<file path="config.mk">
export PLATFORM = sky130hd
export DESIGN_NAME = alu_word_sequencer_flat
export DESIGN_NICKNAME = d
export VERILOG_FILES = /design/src/rtl/alu_word_sequencer_if.sv /design/src/rtl/alu_word_sequencer.sv /design/src/flat_wrapper.sv
export SDC_FILE = /design/constraint.sdc
export NUM_CORES = 1
export LEC_CHECK = 0
export ABC_AREA = 1
export CORE_AREA = 2 2 66 100
export CTS_BUF_LIST = sky130_fd_sc_hd__clkbuf_2 sky130_fd_sc_hd__clkbuf_4 sky130_fd_sc_hd__clkbuf_8
export CTS_CLUSTER_DIAMETER = 80
export CTS_CLUSTER_SIZE = 24
export DETAILED_ROUTE_END_ITERATION = 10
export DIE_AREA = 0 0 68 102
export GPL_TIMING_DRIVEN = 0
export PLACE_DENSITY = 0.78
export SETUP_SLACK_MARGIN = 0.5
export SYNTH_ARGS = -nofsm -noshare
export SYNTH_HDL_FRONTEND = slang
export SYNTH_SLANG_ARGS = --single-unit
</file>
<file path="constraint.sdc">
create_clock -name clk -period 2.41 [get_ports clk]
set_input_delay 0.3615 -clock clk [delete_from_list [all_inputs] [get_ports clk]]
set_output_delay 0.3615 -clock clk [all_outputs]
set_load 0.1 [all_outputs]
</file>
<file path="src/rtl/alu_word_sequencer_if.sv">
// Bundle of the issue-side and ALU-side signals of the word sequencer.
// master: the issuing logic plus the 4-bit ALU (they drive the sequencer inputs).
// slave:  the sequencer itself.
interface alu_word_sequencer_if #(
  parameter int NIBBLES = 4
);
  localparam int W = 4 * NIBBLES;

  // Issue side
  logic         start;
  logic [2:0]   op;
  logic [W-1:0] x;
  logic [W-1:0] y;
  logic         cin_in;

  // ALU side
  logic [3:0]   alu_a;
  logic [3:0]   alu_b;
  logic         alu_cin;
  logic [2:0]   alu_control;
  logic [3:0]   alu_output;
  logic         alu_cout;

  // Result side
  logic [W-1:0] result;
  logic         cout_out;
  logic         zero;
  logic         busy;
  logic         done;

  modport master (
    output start, op, x, y, cin_in, alu_output, alu_cout,
    input  alu_a, alu_b, alu_cin, alu_control,
    input  result, cout_out, zero, busy, done
  );

  modport slave (
    input  start, op, x, y, cin_in, alu_output, alu_cout,
    output alu_a, alu_b, alu_cin, alu_control,
    output result, cout_out, zero, busy, done
  );
endinterface

</file>
<file path="src/rtl/alu_word_sequencer.sv">
// Runs a word-wide operation on a 4-bit ALU one nibble per cycle, LSB nibble
// first. Add/sub chain carry/borrow between nibbles; shifts and rotates have
// the bit crossing each nibble boundary patched from the latched operand.
module alu_word_sequencer #(
  parameter int NIBBLES = 4
) (
  input  logic                 clk,
  input  logic                 rst,
  alu_word_sequencer_if.slave  bus
);
  localparam int W    = 4 * NIBBLES;
  localparam int IDXW = (NIBBLES > 1) ? $clog2(NIBBLES) : 1;

  localparam logic [2:0] OP_LSH  = 3'b100;
  localparam logic [2:0] OP_RSH  = 3'b101;
  localparam logic [2:0] OP_LROT = 3'b110;
  localparam logic [2:0] OP_RROT = 3'b111;

  typedef enum logic [1:0] {IDLE, RUN, DONE} state_t;

  state_t          state_q, state_d;
  logic [W-1:0]    x_q, y_q;
  logic [2:0]      op_q;
  logic            carry_q;
  logic [IDXW-1:0] idx_q;
  logic [W-1:0]    result_q;
  logic            cout_q;
  logic            zero_q;

  logic            accept;
  logic            last;
  logic            arith;
  logic [IDXW+1:0] bit_base;
  logic            fill_l, fill_r;
  logic [W-1:0]    lsh_word, rsh_word;
  logic [3:0]      lsh_nib, rsh_nib;
  logic [3:0]      patched;
  logic [W-1:0]    result_next;

  assign arith    = (op_q[2:1] == 2'b00);
  assign last     = (idx_q == IDXW'(NIBBLES - 1));
  assign bit_base = {idx_q, 2'b00};

  // Whole-word shifted copies of X: bit 4i of lsh_word is the bit that must
  // enter nibble i from below, bit 4i+3 of rsh_word the bit entering from above.
  assign fill_l   = (op_q == OP_LROT) ? x_q[W-1] : 1'b0;
  assign fill_r   = (op_q == OP_RROT) ? x_q[0]   : 1'b0;
  assign lsh_word = {x_q[W-2:0], fill_l};
  assign rsh_word = {fill_r, x_q[W-1:1]};
  assign lsh_nib  = lsh_word[bit_base +: 4];
  assign rsh_nib  = rsh_word[bit_base +: 4];

  // ALU inputs always come from latched state, so they read 0 after reset.
  assign bus.alu_a   = x_q[bit_base +: 4];
  assign bus.alu_b   = y_q[bit_base +: 4];
  assign bus.alu_cin = arith ? carry_q : 1'b0;
  assign bus.alu_control = (op_q == OP_LROT) ? OP_LSH :
                           (op_q == OP_RROT) ? OP_RSH : op_q;

  assign bus.result   = result_q;
  assign bus.cout_out = cout_q;
  assign bus.zero     = zero_q;
  assign bus.busy     = (state_q == RUN);
  assign bus.done     = (state_q == DONE);

  // Boundary patch of the ALU nibble and the word as it will look after this edge.
  always_comb begin
    // NOTE: every output of a combinational block gets a default first so no path leaves it unassigned, which would infer a latch.
    patched     = bus.alu_output;
    result_next = result_q;
    case (op_q)
      OP_LSH, OP_LROT: patched = {bus.alu_output[3:1], lsh_nib[0]};
      OP_RSH, OP_RROT: patched = {rsh_nib[3], bus.alu_output[2:0]};
      default:         patched = bus.alu_output;
    endcase
    result_next[bit_base +: 4] = patched;
  end

  // Next-state logic; a Start is only accepted outside RUN.
  always_comb begin
    state_d = state_q;
    accept  = 1'b0;
    case (state_q)
      IDLE: if (bus.start) begin
        accept  = 1'b1;
        state_d = RUN;
      end
      RUN:  if (last) state_d = DONE;
      DONE: begin
        accept  = bus.start;
        state_d = bus.start ? RUN : IDLE;
      end
      default: state_d = IDLE;
    endcase
  end

  // State register.
  always_ff @(posedge clk or posedge rst) begin
    // NOTE: sequential state uses non-blocking assignment so every register samples pre-edge values regardless of statement order.
    if (rst) state_q <= IDLE;
    else     state_q <= state_d;
  end

  // Operand latch, nibble walk, carry chain and final flags.
  always_ff @(posedge clk or posedge rst) begin
    if (rst) begin
      x_q      <= '0;
      y_q      <= '0;
      op_q     <= '0;
      carry_q  <= 1'b0;
      idx_q    <= '0;
      result_q <= '0;
      cout_q   <= 1'b0;
      zero_q   <= 1'b0;
    end else if (accept) begin
      x_q     <= bus.x;
      y_q     <= bus.y;
      op_q    <= bus.op;
      carry_q <= bus.cin_in;
      idx_q   <= '0;
    end else if (state_q == RUN) begin
      result_q <= result_next;
      if (arith) carry_q <= bus.alu_cout;
      if (last) begin
        idx_q  <= '0;
        cout_q <= arith ? bus.alu_cout : 1'b0;
        zero_q <= (result_next == '0);
      end else begin
        idx_q <= idx_q + 1'b1;
      end
    end
  end
endmodule

</file>
<file path="src/flat_wrapper.sv">
// flat-port wrapper written by rule: the top's interface ports become plain ports
module alu_word_sequencer_flat 
#(
  parameter int NIBBLES = 4
)
  (clk, rst, bus_start, bus_op, bus_x, bus_y, bus_cin_in, bus_alu_output, bus_alu_cout, bus_alu_a, bus_alu_b, bus_alu_cin, bus_alu_control, bus_result, bus_cout_out, bus_zero, bus_busy, bus_done);
  alu_word_sequencer_if #(.NIBBLES(NIBBLES)) bus_i ();
  input  logic clk;
  input  logic rst;
  input wire logic [$bits(bus_i.start)-1:0] bus_start;
  input wire logic [$bits(bus_i.op)-1:0] bus_op;
  input wire logic [$bits(bus_i.x)-1:0] bus_x;
  input wire logic [$bits(bus_i.y)-1:0] bus_y;
  input wire logic [$bits(bus_i.cin_in)-1:0] bus_cin_in;
  input wire logic [$bits(bus_i.alu_output)-1:0] bus_alu_output;
  input wire logic [$bits(bus_i.alu_cout)-1:0] bus_alu_cout;
  output wire logic [$bits(bus_i.alu_a)-1:0] bus_alu_a;
  output wire logic [$bits(bus_i.alu_b)-1:0] bus_alu_b;
  output wire logic [$bits(bus_i.alu_cin)-1:0] bus_alu_cin;
  output wire logic [$bits(bus_i.alu_control)-1:0] bus_alu_control;
  output wire logic [$bits(bus_i.result)-1:0] bus_result;
  output wire logic [$bits(bus_i.cout_out)-1:0] bus_cout_out;
  output wire logic [$bits(bus_i.zero)-1:0] bus_zero;
  output wire logic [$bits(bus_i.busy)-1:0] bus_busy;
  output wire logic [$bits(bus_i.done)-1:0] bus_done;
  assign bus_i.start = bus_start;
  assign bus_i.op = bus_op;
  assign bus_i.x = bus_x;
  assign bus_i.y = bus_y;
  assign bus_i.cin_in = bus_cin_in;
  assign bus_i.alu_output = bus_alu_output;
  assign bus_i.alu_cout = bus_alu_cout;
  assign bus_alu_a = bus_i.alu_a;
  assign bus_alu_b = bus_i.alu_b;
  assign bus_alu_cin = bus_i.alu_cin;
  assign bus_alu_control = bus_i.alu_control;
  assign bus_result = bus_i.result;
  assign bus_cout_out = bus_i.cout_out;
  assign bus_zero = bus_i.zero;
  assign bus_busy = bus_i.busy;
  assign bus_done = bus_i.done;
  alu_word_sequencer #(.NIBBLES(NIBBLES)) u_core (.clk(clk), .rst(rst), .bus(bus_i));
endmodule
</file>
=== Word level (Yosys, flattened, before mapping) ===
Cells that the tools add are included.

* Bits in registers: 58
* Input port bits: 44
* Output and inout port bits: 32
* Logic and storage cells: 58

* Add/sub/neg operators: 2
* Equal/unequal tests: 9
* Shift-type cells: 6
* Multiplexer cells: 20
* Bitwise gates (word level): 1
* Reduce and logical (&&, ||, !) cells: 11

{| class="wikitable"
|+ Operator list
! operator !! count
|-
| 16-bit by 5-bit indexed part select with 4-bit output || 3
|-
| 16-bit bitwise mux || 1
|-
| 16-bit zero test || 1
|-
| 4-bit by 6-bit variable shift with 16-bit output (first input constant) || 1
|-
| 16-bit by 5-bit indexed part select with 1-bit output || 1
|-
| 4-bit by 6-bit indexed part select with 16-bit output || 1
|-
| 3-bit == test (second input constant) || 4
|-
| 2-bit 2-to-1 mux || 5
|-
| 1-bit 2-to-1 mux || 9
|-
| 4-bit one-hot mux with 2 select lines || 1
|-
| 3-bit 2-to-1 mux || 2
|-
| 4-bit negator with 6-bit output || 1
|-
| 2-bit one-hot mux with 3 select lines || 1
|-
| 2-bit AND reduction || 3
|-
| 2-bit == test (second input constant) || 2
|-
| 2-bit zero test || 2
|-
| 2-bit nonzero test || 2
|-
| 2-bit OR reduction || 2
|-
| 3-bit AND reduction || 1
|-
| 2-bit by 1-bit adder with 2-bit output (second input constant) || 1
|-
| 2-bit by 1-bit == test with 1-bit output (second input constant) || 1
|-
| 2-bit by 1-bit != test with 1-bit output (second input constant) || 1
|-
| 2-bit != test (second input constant) || 1
|-
| 1-bit one-hot mux with 2 select lines || 1
|-
| 1-bit NOT || 1
|}

=== Longest topological paths before layout ===
* Depth in word-level cells: 7
* Gate-level depth with buffers: 15
* Depth with buffers taken out: 13

=== Worst setup path before layout ===
Ideal clock, no wire load.

* Path type: register -> output
* From: register u_core.idx_q[0]
* To: output bus_alu_a[3]
* Data arrival time: 3.101 ns
* Setup slack: -1.053 ns
* Stages on the path, launching flop included: 6
* Path through: dfrtp_1 buf_6 buf_12 clkbuf_1 nor2_1 o21ai_0

* Cells in the longest elaborated chain, start to end: 1

{| class="wikitable"
|+ RTL lines
! what !! line !! source
|-
| start, declared || alu_word_sequencer.sv:25 || <nowiki>logic [IDXW-1:0] idx_q;</nowiki>
|-
| start signal, assigned || alu_word_sequencer.sv:129 || <nowiki>idx_q <= idx_q + 1'b1;</nowiki>
|-
| 16-bit by 5-bit indexed part select with 4-bit output || alu_word_sequencer.sv:54 || <nowiki>assign bus.alu_a = x_q[bit_base +: 4];</nowiki>
|-
| end, declared || flat_wrapper.sv:17 || <nowiki>output wire logic [$bits(bus_i.alu_a)-1:0] bus_alu_a;</nowiki>
|}

Every way passes these cells.

=== Worst setup path in the final report ===
* From: register u_core.idx_q[0]
* To: output bus_alu_a[2]

The elaborated chain is that of the path after synthesis.

==> summary.txt <==
Final ANT Viol Nets -> 0
dpl hpwl -> 5740 microns
total iterations of the first detailed-routing run -> 5
RD Place Congestion -> 0.922
Clk Latency, worst-skew pair -> 0.34 ns
pin count of the biggest net entering global routing -> 41
WP data required -> 2.05 ns
Crit path arrival time -> 1.71 ns
Die ar. -> 0.00694 sq mm
status -> finished, final reports clean
core outline area -> 0.00604 sq mm
Clock transition at path regs -> 0.07 ns
Yosys cell types -> 28
final cell count without fillers -> 516
vias per inst -> 5.67
Mapped Nets -> 384
H-tree Lvls -> 3
1st-iter DRT viols -> 252
met3 usage -> 6.83%
placed cell count -> 484
IO Count -> 76
footprint of the multi-input gates -> 0.00162 sq mm
fin crit share -> 86.1%
# rows -> 35
WL per Instance -> 18.0 microns
Setup crit end kind -> output pin
Pins Over Slew Limit -> 0
post-route minimum period -> 2.07 ns
Fillers -> 366
first-pass GRT wire length -> 14,200 microns
post-synthesis register bit count -> 58
# nets final -> 487
CTS tree -> done
RSZ-0062 raised after global routing -> true
Num CTS Buffers -> 9
CTS Root Cell -> clkbuf_8
gr busiest metal -> met2
routing usage on met1 -> 29.5%
Crit Path Max Fanout -> 7
Vias -> 2,925
final wirelength -> 9300 microns
initial antenna violation count -> 0
critical path's slowest cell -> dfrtp_1
layout overhead on the synthesized area -> 59.6%
met2 Usage GRT -> 47.8%
HP Class -> in2async
Final Hold Fails -> 0
cell breakdown of the critical path -> buf_6 -> buf_12 -> clkbuf_16 -> buf_4 -> nor2_4 -> o22ai_4 -> buf_12
Avg Inst Size Synth -> 8.83 sq um
gr usage total -> 27.8%
worst slew pin tran -> 0.966 ns
CP peak stage delay -> 0.41 ns
CP Class -> reg2out
critical path startpoint category -> flip-flop
relative max-transition margin -> 35.9%
Setup Skew -> 0.00783 ns
Max Root-Sink Buffers -> 2
Initial Util -> 48.8%
MaxCap Viol Count -> 0
cells after synthesis -> 334
cts hold-fix bufs -> 0
die height -> 102 microns
Synth Cell Area -> 0.00295 sq mm
crit path buf inv count -> 5
number of diodes -> 0
Final setup viols -> 0
CP dominant cell by count -> buf_12
vias in the first global route -> 3,023
delay-heaviest family, CP -> buffers and inverters
layout cells sized above 1 -> 38.5%
gr ovfl total -> 0
die span in x -> 68 microns
warnings from Yosys -> 0
Port Buffers -> 75
DRC Markers -> 0
fmax -> 482 MHz
sequential-to-total area share from yosys stat -> 49.2%
sequential cell area -> 0.00145 sq mm
clk sink count -> 58
-- Yosys cell counts --
cell,number,share of area [%]
a21oi_1,13,2.2
a21oi_2,1,0.30
a31oi_1,4,0.85
buf_1,1,0.13
buf_12,1,0.68
buf_2,5,0.85
buf_6,1,0.38
clkbuf_1,8,1.0
dfrtp_1,58,49
ha_1,6,2.5
inv_1,31,3.9
inv_2,2,0.25
inv_4,1,0.21
mux2_2,27,10
nand2_1,61,7.8
nand2_2,1,0.21
nand3_1,10,1.7
nand3_2,5,1.7
nand4_1,4,0.85
nor2_1,46,5.9
nor2_4,1,0.38
o21a_1,1,0.25
o21ai_0,31,5.3
o21ai_1,2,0.34
o21bai_1,1,0.25
o22ai_1,10,2.1
or2_1,1,0.21
or2_2,1,0.21
-- flip-flops by register name (all words and copies together) (netlist names) --
| name | cells |
|---|---|
| u_core.bus.zero | 1 |
| u_core.bus.result | 16 |
| u_core.y_q | 16 |
| u_core.idx_q | 2 |
| u_core.op_q | 3 |
| u_core.state_q | 2 |
| u_core.x_q | 16 |
| u_core.carry_q | 1 |
| u_core.bus.cout_out | 1 |
-- per-layer routing --
| layer | vias up | wire, microns |
|---|---|---|
| met3 | 55 | 497 |
| met4 | 0 | 537 |
| met2 | 147 | 5080 |
| met5 | - | 0 |
| li1 | 1305 | - |
| met1 | 1418 | 3180 |
-- kinds of logic (layout without fill, tap and decap cells) --
| logic type | count (synthesis) | in the layout | synth area share [%] |
|---|---|---|---|
| DFF | 58 | 58 | 49.2 |
| AOI/OAI and AO/OA | 63 | 63 | 11.6 |
| and+or+nand+nor | 130 | 130 | 18.9 |
| muxes | 27 | 27 | 10.3 |
| adders and majority gates | 6 | 6 | 2.55 |
| buffers and inverters | 50 | 158 | 7.47 |
-- final cells by class --
cell class / instances / share of cell area (%)
buffer: 16 / 3.59
clock inverter: 4 / 1.54
tap: 74 / 1.97
inverter: 34 / 2.92
timing repair buffer: 92 / 21.1
sequential: 58 / 30.9
multi-input combinational: 226 / 34.5
clock buffer: 12 / 3.51
-- layout by cell type (no fill, tap or decap), types with 4 or more instances in the layout --
cell type,instances
nor2_2,7
a31oi_1,4
inv_1,29
nand2_1,52
clkdlybuf4s15_2,13
o21ai_2,9
o22ai_4,6
dfrtp_1,57
nand2_2,8
nor2_1,31
nor2_4,9
clkdlybuf4s50_1,43
o21ai_1,6
buf_2,6
a21oi_1,10
nand3_1,7
buf_4,10
buf_12,11
mux2_2,27
nand3_2,8
o21ai_0,14
o21ai_4,4
clkbuf_8,14
nand4_1,4
clkbuf_2,7
-- stage by stage --
stage,cell area (sq um),util (%),setup TNS (ns),hold slack (ns),setup slack [ns]
after floorplan,3070,-,0,0.474,0.504
after global placement,3910,64.7,-26.32,0.467,-0.402
after detailed placement,3930,65.1,-3.39,0.477,-0.429
after CTS,4570,75.6,0,0.350,0.370
after global routing,4710,77.9,0,0.377,0.245
final,4710,77.9,0,0.332,0.335
-- timing repair --
action / 4_1_cts / 5_1_grt
endpoints found under the setup margin: 48 / 20
cloned: 3 / 0
gates resized for setup: 198 / 46
buffers inserted: 8 / 5
pin swaps: 7 / 15
-- path summary, 6_finish.rpt --
path | startpoint | end | slack [ns] | cells past startpoint
worst max register to register | u_core.idx_q[0] | u_core.bus.zero | 0.38 | 15
worst min register to register | u_core.bus.zero | u_core.bus.zero | 0.49 | 2
min in group clk | u_core.bus.zero | u_core.bus.zero | 0.49 | 2
max in group asynchronous | rst | u_core.op_q[1] | 1.52 | 3
worst min-delay path | rst | u_core.bus.result[12] | 0.33 | 2
worst max-delay path | u_core.idx_q[0] | bus_alu_a[2] | 0.34 | 7
-- worst reg2reg max path: stages, from the launching register on --
cell and delay, ns:
dfrtp_1 0.38, buf_6 0.17, inv_8 0.05, clkbuf_16 0.15, ha_4 0.31, nand2_4 0.06
nor2_4 0.15, nand3_1 0.11, o21ai_2 0.08, nor2_1 0.06, nand2_1 0.09, nor2_2 0.05
nand2_1 0.08, nor2_1 0.05, nand3_1 0.08, nand2_1 0.06
Power is not shown: default switching activity piles up to over one toggle a cycle in this logic, so the estimate is an artifact.
